[src/rtl/tsc_multicycle_ctrl.sv]
// Multi-cycle FETCH/DECODE/EXEC/WB controller for the TSC subset (ADD, ADI, LHI, WWD, JMP, HLT).
// Optional macro INST_COUNT_EN adds the num_inst retired-instruction counter port.
module tsc_multicycle_ctrl #(
   parameter int OPC_W  = 4,
   parameter int FUNC_W = 6,
   parameter int CNT_W  = 16
) (
   input  logic              clk,
   input  logic              reset_cpu,
   input  logic              cpu_enable,
   input  logic              wwd_enable,
   input  logic [OPC_W-1:0]  opcode,
   input  logic [FUNC_W-1:0] func,
   output logic              ir_write,
   output logic              pc_write,
   output logic              pc_src_jump,
   output logic              reg_write,
   output logic              reg_dst_rd,
   output logic              alu_src_imm,
   output logic [1:0]        alu_op,
   output logic              output_port_write,
   output logic              halted,
   output logic              illegal,
   output logic [2:0]        state
`ifdef INST_COUNT_EN
   ,
   output logic [CNT_W-1:0]  num_inst
`endif
);

   typedef enum logic [2:0] {
      ST_FETCH  = 3'd0,
      ST_DECODE = 3'd1,
      ST_EXEC   = 3'd2,
      ST_WB     = 3'd3,
      ST_HALT   = 3'd4
   } state_e;

   typedef enum logic [2:0] {
      CLS_ILL,
      CLS_ADD,
      CLS_ADI,
      CLS_LHI,
      CLS_WWD,
      CLS_JMP,
      CLS_HLT
   } cls_e;

   localparam logic [OPC_W-1:0]  OPC_ADI   = OPC_W'(4);
   localparam logic [OPC_W-1:0]  OPC_LHI   = OPC_W'(6);
   localparam logic [OPC_W-1:0]  OPC_JMP   = OPC_W'(9);
   localparam logic [OPC_W-1:0]  OPC_RTYPE = OPC_W'(15);
   localparam logic [FUNC_W-1:0] FN_ADD    = FUNC_W'(0);
   localparam logic [FUNC_W-1:0] FN_WWD    = FUNC_W'(28);
   localparam logic [FUNC_W-1:0] FN_HLT    = FUNC_W'(29);

   if (OPC_W < 4 || FUNC_W < 5 || CNT_W < 1) begin : g_param_check
      $error("tsc_multicycle_ctrl: OPC_W>=4, FUNC_W>=5 and CNT_W>=1 are required");
   end

   state_e            r_state;
   state_e            w_state_next;
   logic [OPC_W-1:0]  r_opcode;
   logic [FUNC_W-1:0] r_func;
   logic              r_illegal;
   cls_e              w_cls;

   logic              w_advance;
   logic              w_ir;
   logic              w_pc;
   logic              w_rw;
   logic              w_opw;
   logic              w_set_illegal;
   logic              w_enter_halt;

   // Classification always works on the fields latched in FETCH, never the live bus.
   always_comb begin
      w_cls = CLS_ILL;
      if (r_opcode == OPC_ADI) begin
         w_cls = CLS_ADI;
      end else if (r_opcode == OPC_LHI) begin
         w_cls = CLS_LHI;
      end else if (r_opcode == OPC_JMP) begin
         w_cls = CLS_JMP;
      end else if (r_opcode == OPC_RTYPE) begin
         if (r_func == FN_ADD) begin
            w_cls = CLS_ADD;
         end else if (r_func == FN_WWD) begin
            w_cls = CLS_WWD;
         end else if (r_func == FN_HLT) begin
            w_cls = CLS_HLT;
         end
      end
   end

   assign w_advance = cpu_enable & ~reset_cpu;

   always_comb begin
      w_state_next  = r_state;
      w_ir          = 1'b0;
      w_pc          = 1'b0;
      w_rw          = 1'b0;
      w_opw         = 1'b0;
      w_set_illegal = 1'b0;
      w_enter_halt  = 1'b0;
      case (r_state)
         ST_FETCH: begin
            w_ir         = 1'b1;
            w_state_next = ST_DECODE;
         end
         ST_DECODE: begin
            if (w_cls == CLS_HLT) begin
               w_state_next = ST_HALT;
               w_enter_halt = 1'b1;
            end else begin
               w_state_next = ST_EXEC;
            end
         end
         ST_EXEC: begin
            case (w_cls)
               CLS_ADD, CLS_ADI, CLS_LHI: begin
                  w_state_next = ST_WB;
               end
               CLS_WWD: begin
                  w_opw        = wwd_enable;
                  w_pc         = 1'b1;
                  w_state_next = ST_FETCH;
               end
               CLS_JMP: begin
                  w_pc         = 1'b1;
                  w_state_next = ST_FETCH;
               end
               default: begin
                  // Unsupported encoding retires as a NOP so the program keeps moving.
                  w_set_illegal = 1'b1;
                  w_pc          = 1'b1;
                  w_state_next  = ST_FETCH;
               end
            endcase
         end
         ST_WB: begin
            w_rw         = 1'b1;
            w_pc         = 1'b1;
            w_state_next = ST_FETCH;
         end
         ST_HALT: begin
            w_state_next = ST_HALT;
         end
         default: begin
            w_state_next = ST_FETCH;
         end
      endcase
   end

   always_ff @(posedge clk) begin
      if (reset_cpu) begin
         r_state   <= ST_FETCH;
         r_opcode  <= '0;
         r_func    <= '0;
         r_illegal <= 1'b0;
      end else if (cpu_enable) begin
         r_state <= w_state_next;
         if (r_state == ST_FETCH) begin
            r_opcode <= opcode;
            r_func   <= func;
         end
         if (w_set_illegal) begin
            r_illegal <= 1'b1;
         end
      end
   end

   assign ir_write          = w_ir  & w_advance;
   assign pc_write          = w_pc  & w_advance;
   assign reg_write         = w_rw  & w_advance;
   assign output_port_write = w_opw & w_advance;

   // Selects are steady from DECODE through WB so datapath muxes settle before the strobes fire.
   always_comb begin
      pc_src_jump = 1'b0;
      reg_dst_rd  = 1'b0;
      alu_src_imm = 1'b0;
      alu_op      = 2'b00;
      if (r_state == ST_DECODE || r_state == ST_EXEC || r_state == ST_WB) begin
         case (w_cls)
            CLS_ADD: begin
               reg_dst_rd = 1'b1;
            end
            CLS_ADI: begin
               alu_src_imm = 1'b1;
            end
            CLS_LHI: begin
               alu_src_imm = 1'b1;
               alu_op      = 2'b01;
            end
            CLS_JMP: begin
               pc_src_jump = 1'b1;
            end
            default: begin
               pc_src_jump = 1'b0;
            end
         endcase
      end
   end

   assign halted  = (r_state == ST_HALT);
   assign illegal = r_illegal;
   assign state   = r_state;

`ifdef INST_COUNT_EN
   logic [CNT_W-1:0] r_num_inst;

   always_ff @(posedge clk) begin
      if (reset_cpu) begin
         r_num_inst <= '0;
      end else if (pc_write || (w_enter_halt && w_advance)) begin
         r_num_inst <= r_num_inst + 1'b1;
      end
   end

   assign num_inst = r_num_inst;
`else
   logic w_enter_halt_unused;
   assign w_enter_halt_unused = w_enter_halt;
`endif

endmodule

[config.mk]
export PLATFORM = sky130hd
export DESIGN_NAME = tsc_multicycle_ctrl
export DESIGN_NICKNAME = d
export VERILOG_FILES = /design/src/rtl/tsc_multicycle_ctrl.sv
export SDC_FILE = /design/constraint.sdc
export NUM_CORES = 1
export LEC_CHECK = 0
export ABC_AREA = 1
export CAP_MARGIN = 40
export CORE_ASPECT_RATIO = 1.1
export CORE_MARGIN = 3
export CORE_UTILIZATION = 25
export CTS_BUF_LIST = sky130_fd_sc_hd__clkbuf_4 sky130_fd_sc_hd__clkbuf_8
export DETAILED_ROUTE_END_ITERATION = 16
export MAX_ROUTING_LAYER = met4
export PLACE_DENSITY = 0.55
export SLEW_MARGIN = 25
export SYNTH_ARGS = -nofsm -noshare
export SYNTH_HDL_FRONTEND = slang
export SYNTH_SLANG_ARGS = --single-unit
export TNS_END_PERCENT = 10
[constraint.sdc]
create_clock -name clk -period 1.9 [get_ports clk]
set_input_delay 0.38 -clock clk [delete_from_list [all_inputs] [get_ports clk]]
set_output_delay 0.38 -clock clk [all_outputs]
set_load 0.01 [all_outputs]
### Word-level counts from Yosys, hierarchy flattened

Index checks and enable logic that the tools add are counted.

* output and inout bits: 14
* input bits: 14
* bits in registers: 14

* equal/unequal tests: 16
* bitwise operators: 6
* multiplexer cells: 26
* reductions and logical operators: 9

Operators by type and width (number)
* $mux W3: 8
* $mux W1: 15
* $eq A3 B2 Y1 const B: 4
* $eq A3 B3 Y1 const B: 4
* $eq A6 B5 Y1 const B: 2
* $pmux W3 S4: 1
* $eq A4 B3 Y1 const B: 2
* $eq A4 B4 Y1 const B: 2
* $eq A3 B1 Y1 const B: 2
* $logic_not A6 Y1: 1
* $and A1 B1 Y1: 5
* $reduce_or A5 Y1: 1
* $reduce_and A2 Y1: 2
* $logic_not A3 Y1: 1
* $reduce_or A3 Y1: 1
* $logic_or A1 B1 Y1: 2
* $mux W2: 1
* $pmux W1 S2: 1
* $reduce_or A2 Y1: 1
* $not A1 Y1: 1

### Depth between registers and ports, before layout

* depth in word-level cells: 13
* gate-level depth with buffers: 8
* gate-level depth less buffers: 8

### Worst setup path before layout

Ideal clock, no wire load.

* path kind: input -> output
* start point: in cpu_enable
* end point: out pc_write
* stages: 5
* path slack: 440 ps
* data arrival time: 1080 ps
* path through: buf_6 -> inv_1 -> nor2_1 -> inv_1 -> a211oi_1

* cells in the longest elaborated chain, start to end: 2

RTL lines
* start: declaration: RTL line 10 `input logic cpu_enable,`
* $and A1 B1 Y1: RTL line 96 `assign w_advance = cpu_enable & ~reset_cpu;`
* $and A1 B1 Y1: RTL line 174 `assign pc_write = w_pc & w_advance;`
* end: declaration: RTL line 15 `output logic pc_write,`

Every way passes these cells.

### Worst setup path in the final report

* start point: reg r_func[3]
* end point: out reg_dst_rd

* cells in the longest elaborated chain, start to end: 11

RTL lines
* start: declaration: RTL line 64 `logic [FUNC_W-1:0] r_func;`
* start signal: assignment: RTL line 165 `r_func <= func;`
* $eq A6 B5 Y1: RTL line 90 `end else if (r_func == FN_HLT) begin`
* $mux W3: RTL line 90
* $mux W3: RTL line 88 `end else if (r_func == FN_WWD) begin`
* $mux W3 *: RTL line 86 `if (r_func == FN_ADD) begin`
* $mux W3 *: RTL line 85 `end else if (r_opcode == OPC_RTYPE) begin`
* $mux W3 *: RTL line 83 `end else if (r_opcode == OPC_JMP) begin`
* $mux W3 *: RTL line 81 `end else if (r_opcode == OPC_LHI) begin`
* $mux W3 *: RTL line 79 `if (r_opcode == OPC_ADI) begin`
* $eq A3 B1 Y1 *: RTL line 185 `case (w_cls)`
* $mux W1 *: RTL line 185
* $mux W1 *: RTL line 184 `if (r_state == ST_DECODE || r_state == ST_EXEC || r_state == ST_WB) begin`
* end: declaration: RTL line 18 `output logic reg_dst_rd,`

Mark *: on every way between the ends. The rest lies on a longest branch, timed or not.

==> metrics list <==
- The run finished with clean final reports.
* R2R Setup Slk: 0.58 ns
- In this design, the stage delay of the slowest critical-path cell is 0.34 ns.
* Via count of the first global-routing pass: 881
- Broken down by cell family, the worst path's largest delay share belongs to buffers and inverters.
* DR WL/cell: about 11 um
* Maximum capacitance violations: 0
- Counting flops and latches in the post-synthesis netlist gives 14.
* Worst Skew: 0.00284 ns
* CP Class: reg2out
- Synth Cell Area: 817 um^2
- The number of nets in the synthesized netlist is about 130.
- DIE WIDTH: 60.5 um
- Final weighted congestion in routability-driven placement: 0.879
* VDD IR-drop max: 0.353 mV
* Number of failing setup endpoints in the final timing report: 0
* Setup repair after global routing missed its margin: true
* Post-Syn Instances: roughly 120
* Number of remaining DRC errors: 0
* Number of iterations in the first detailed-routing pass: 4
- TritonCTS built the clock tree.
- Buf+Inv Stages, Crit Path: 3
- Library cells used by synthesis: 24
- The number of antenna diodes in the final layout is 0.
- STA classifies the critical path startpoint as a flip-flop.
- CTS root buf: clkbuf_4
- The clock passes through at most 2 buffers.
* First-pass GRT wire length: 3590 um
- Dividing the detail-routed via count by the number of cells gives 4.62.
- Counting flops with an async set or reset pin after synthesis yields a share of 0%.
* Peak Freq: 531 MHz
- Hold Slack: approximately 0.48 ns
* Yosys warning total: 0
- The clock reaches the later pin of the worst-skew pair after 0.28 ns.
- Initial standard-cell utilization of the core: 26.4%
- The count of nets left with antenna violations once routing finished came out at 0.
* CTS clk-pin slew, worst paths: 0.09 ns
- Endpoint kind of the worst setup timing path: output port
- Power density normalized to cell area: 580 mW/mm^2
- The first routing iteration left 11 violations.
- Vias after detailed routing: 891
- Post-synthesis sequential area ratio: between 30% and 40%
* Total die area: 0.00399 mm^2
- Buffers added on ports: 26
- Placeable core area: slightly above 0.003 mm^2
* Final wirelength: 2140 um
* Share of the clock period used by the worst path after layout: 99.1%
- A synthesized cell averages 6.92 um^2.
* Number of buffers created by CTS: 3
- From synthesis to final layout, the design area changed by 53.4%.
- In the final design database the tool counted 174 nets.
- Layout cell share with drive strength beyond 1: between 30% and 40%
* Final worst setup slack: 0.0166 ns
* Data required time at the worst endpoint: 1.52 ns
- Worst-path cell with the longest stage delay: dfxtp_2
- HPWL after detailed placement: 1700 um
- Clock sink total: 14
- Yosys mapped a number of flops with a built-in enable equal to 0.
- The critical path goes through buf_4, nor2_2, nand4_1, a21oi_1, nand3b_1, inv_1, clkdlybuf4s15_2.
* Post-Place Worst Slack: -0.430 ns
* Primary flip-flop cell chosen by synthesis mapping: dfxtp_1
- Number of rows in the core area: 21
* Worst endpoint data arrival time: 1.50 ns
- The total count of hold-check failures in the final report came to 0.
* Post-layout min period: ~1.9 ns
- The floorplan step set the die height to 66.0 um.
* Number of levels the H-tree was split into: 1
* Top fanout value on the critical path: 3
- Classification of the worst-slack hold path: reg2reg
- Entering global routing, the biggest net connects 16 pins.
* Number of antenna violations at the first check in global routing: 0
- Final-report max-slew violation count: 0
- Ports placed on the boundary: 28
* Total overflow reported by the global router: 0
- Global routing used 12.2% of the available tracks.
- In this run the static leakage power is between 0.5 and 0.6 nW.
[layout by cell type, fill, tap and decap left out]
cell type | synthesis | layout
dlygate4sd2_1 | 0 | 3
buf_4 | 1 | 15
nor3b_2 | 1 | 1
o21bai_2 | 1 | 1
nand3b_1 | 1 | 1
conb_1 | 1 | 1
dlymetal6s2s_1 | 0 | 1
dfxtp_1 | 14 | 8
a211oi_2 | 5 | 6
nor2_2 | 3 | 8
clkbuf_2 | 0 | 1
nand2_1 | 27 | 27
o21ai_0 | 1 | 1
clkbuf_8 | 0 | 1
nand3_2 | 1 | 1
nand3_1 | 3 | 3
inv_2 | 1 | 2
dfxtp_2 | 0 | 6
nand4_1 | 8 | 8
nor3_1 | 2 | 2
clkdlybuf4s15_2 | 0 | 2
a21oi_1 | 8 | 8
inv_1 | 14 | 13
clkinv_1 | 1 | 1
o21bai_1 | 1 | 1
clkdlybuf4s50_1 | 0 | 17
nor2_4 | 0 | 1
a21oi_2 | 1 | 1
buf_2 | 0 | 2
clkbuf_4 | 0 | 3
nor2_1 | 19 | 13
[state kept, by name (all words and copies together), names as in the netlist]
name and flops:
illegal 1, r_func 6, r_opcode 4, state 3
[worst reg2reg max path, stage by stage, from the launching register on]
cell     delay [ns]
dfxtp_2        0.34
buf_4          0.13
nor2_2         0.11
nand4_1        0.14
buf_4          0.16
buf_4          0.12
nand2_1        0.05
nor2_1         0.03
nand3_1        0.07
o21ai_0        0.07
[power by group]
part           switching (W)  leakage, nW  total, W  internal [W]
sequential         0.0000152        0.117  0.000331      0.000316
combinational      0.0000891        0.412  0.000174     0.0000850
clock               0.000106       0.0210  0.000223      0.000117
total               0.000211        0.551  0.000728      0.000517
[synthesized netlist by cell type (2+ instances only)]
cell type / instances / area share (%)
inv_1: 14 / 6.4
nand4_1: 8 / 6.1
nand3_1: 3 / 1.8
buf_6: 2 / 2.8
a211oi_2: 5 / 7.7
nor2_2: 3 / 2.3
nand2_1: 27 / 12
nor2_1: 19 / 8.7
a21oi_1: 8 / 4.9
dfxtp_1: 14 / 34
nor3_1: 2 / 1.2
[kinds of logic after synthesis]
group | after synthesis | share of synthesized area (%)
AOI/OAI and AO/OA | 18 | 17.5
other | 1 | 0.459
DFF | 14 | 34.3
and+or+nand+nor | 65 | 36.3
buffers and inverters | 20 | 11.5
[per-stage QoR]
step	cell area [um^2]	util [%]	total power, W	cells	TNS (ns)
after detailed placement	1190	38.4	0.000507	188	-1.52
after global routing	1250	40.4	0.000767	193	-0.197
after CTS	1240	39.9	0.000735	193	0
after global placement	1190	38.4	0.000504	188	-1.49
after floorplan	817	-	0.000429	118	0
final	1250	40.4	0.000728	193	0
[what timing repair did]
item                       CTS  global route
setup endpoints to repair    8             7
buffers inserted             1             0
resized for setup           26            10
hold buffers                 0             0
pin swaps                    2             2
[routing by layer]
metal | up-vias | wire length, um | global-route usage [%]
li1 | 465 | - | -
met1 | 401 | 902 | 13.8
met2 | 21 | 1110 | 20.8
met3 | 4 | 99 | 1.76
met4 | 0 | 30 | 5.69
met5 | - | 0 | -
[layout make-up]
type / instances / area, um^2
fillers: 351 / 1850
multi-input cells: 84 / 468
repair buffers: 41 / 359
flip-flops and latches: 14 / 288
inverters: 16 / 60.1
well taps: 34 / 42.5
clock buffers: 4 / 36.3
[final timing paths]
check / startpoint / to / depth (start not counted)
worst max register to register: r_func[3] / illegal / 9
worst min register to register: illegal / illegal / 2
worst max-delay path: r_func[3] / reg_dst_rd / 7
worst min-delay path: illegal / illegal / 2
(Power assumes the default switching activity.)
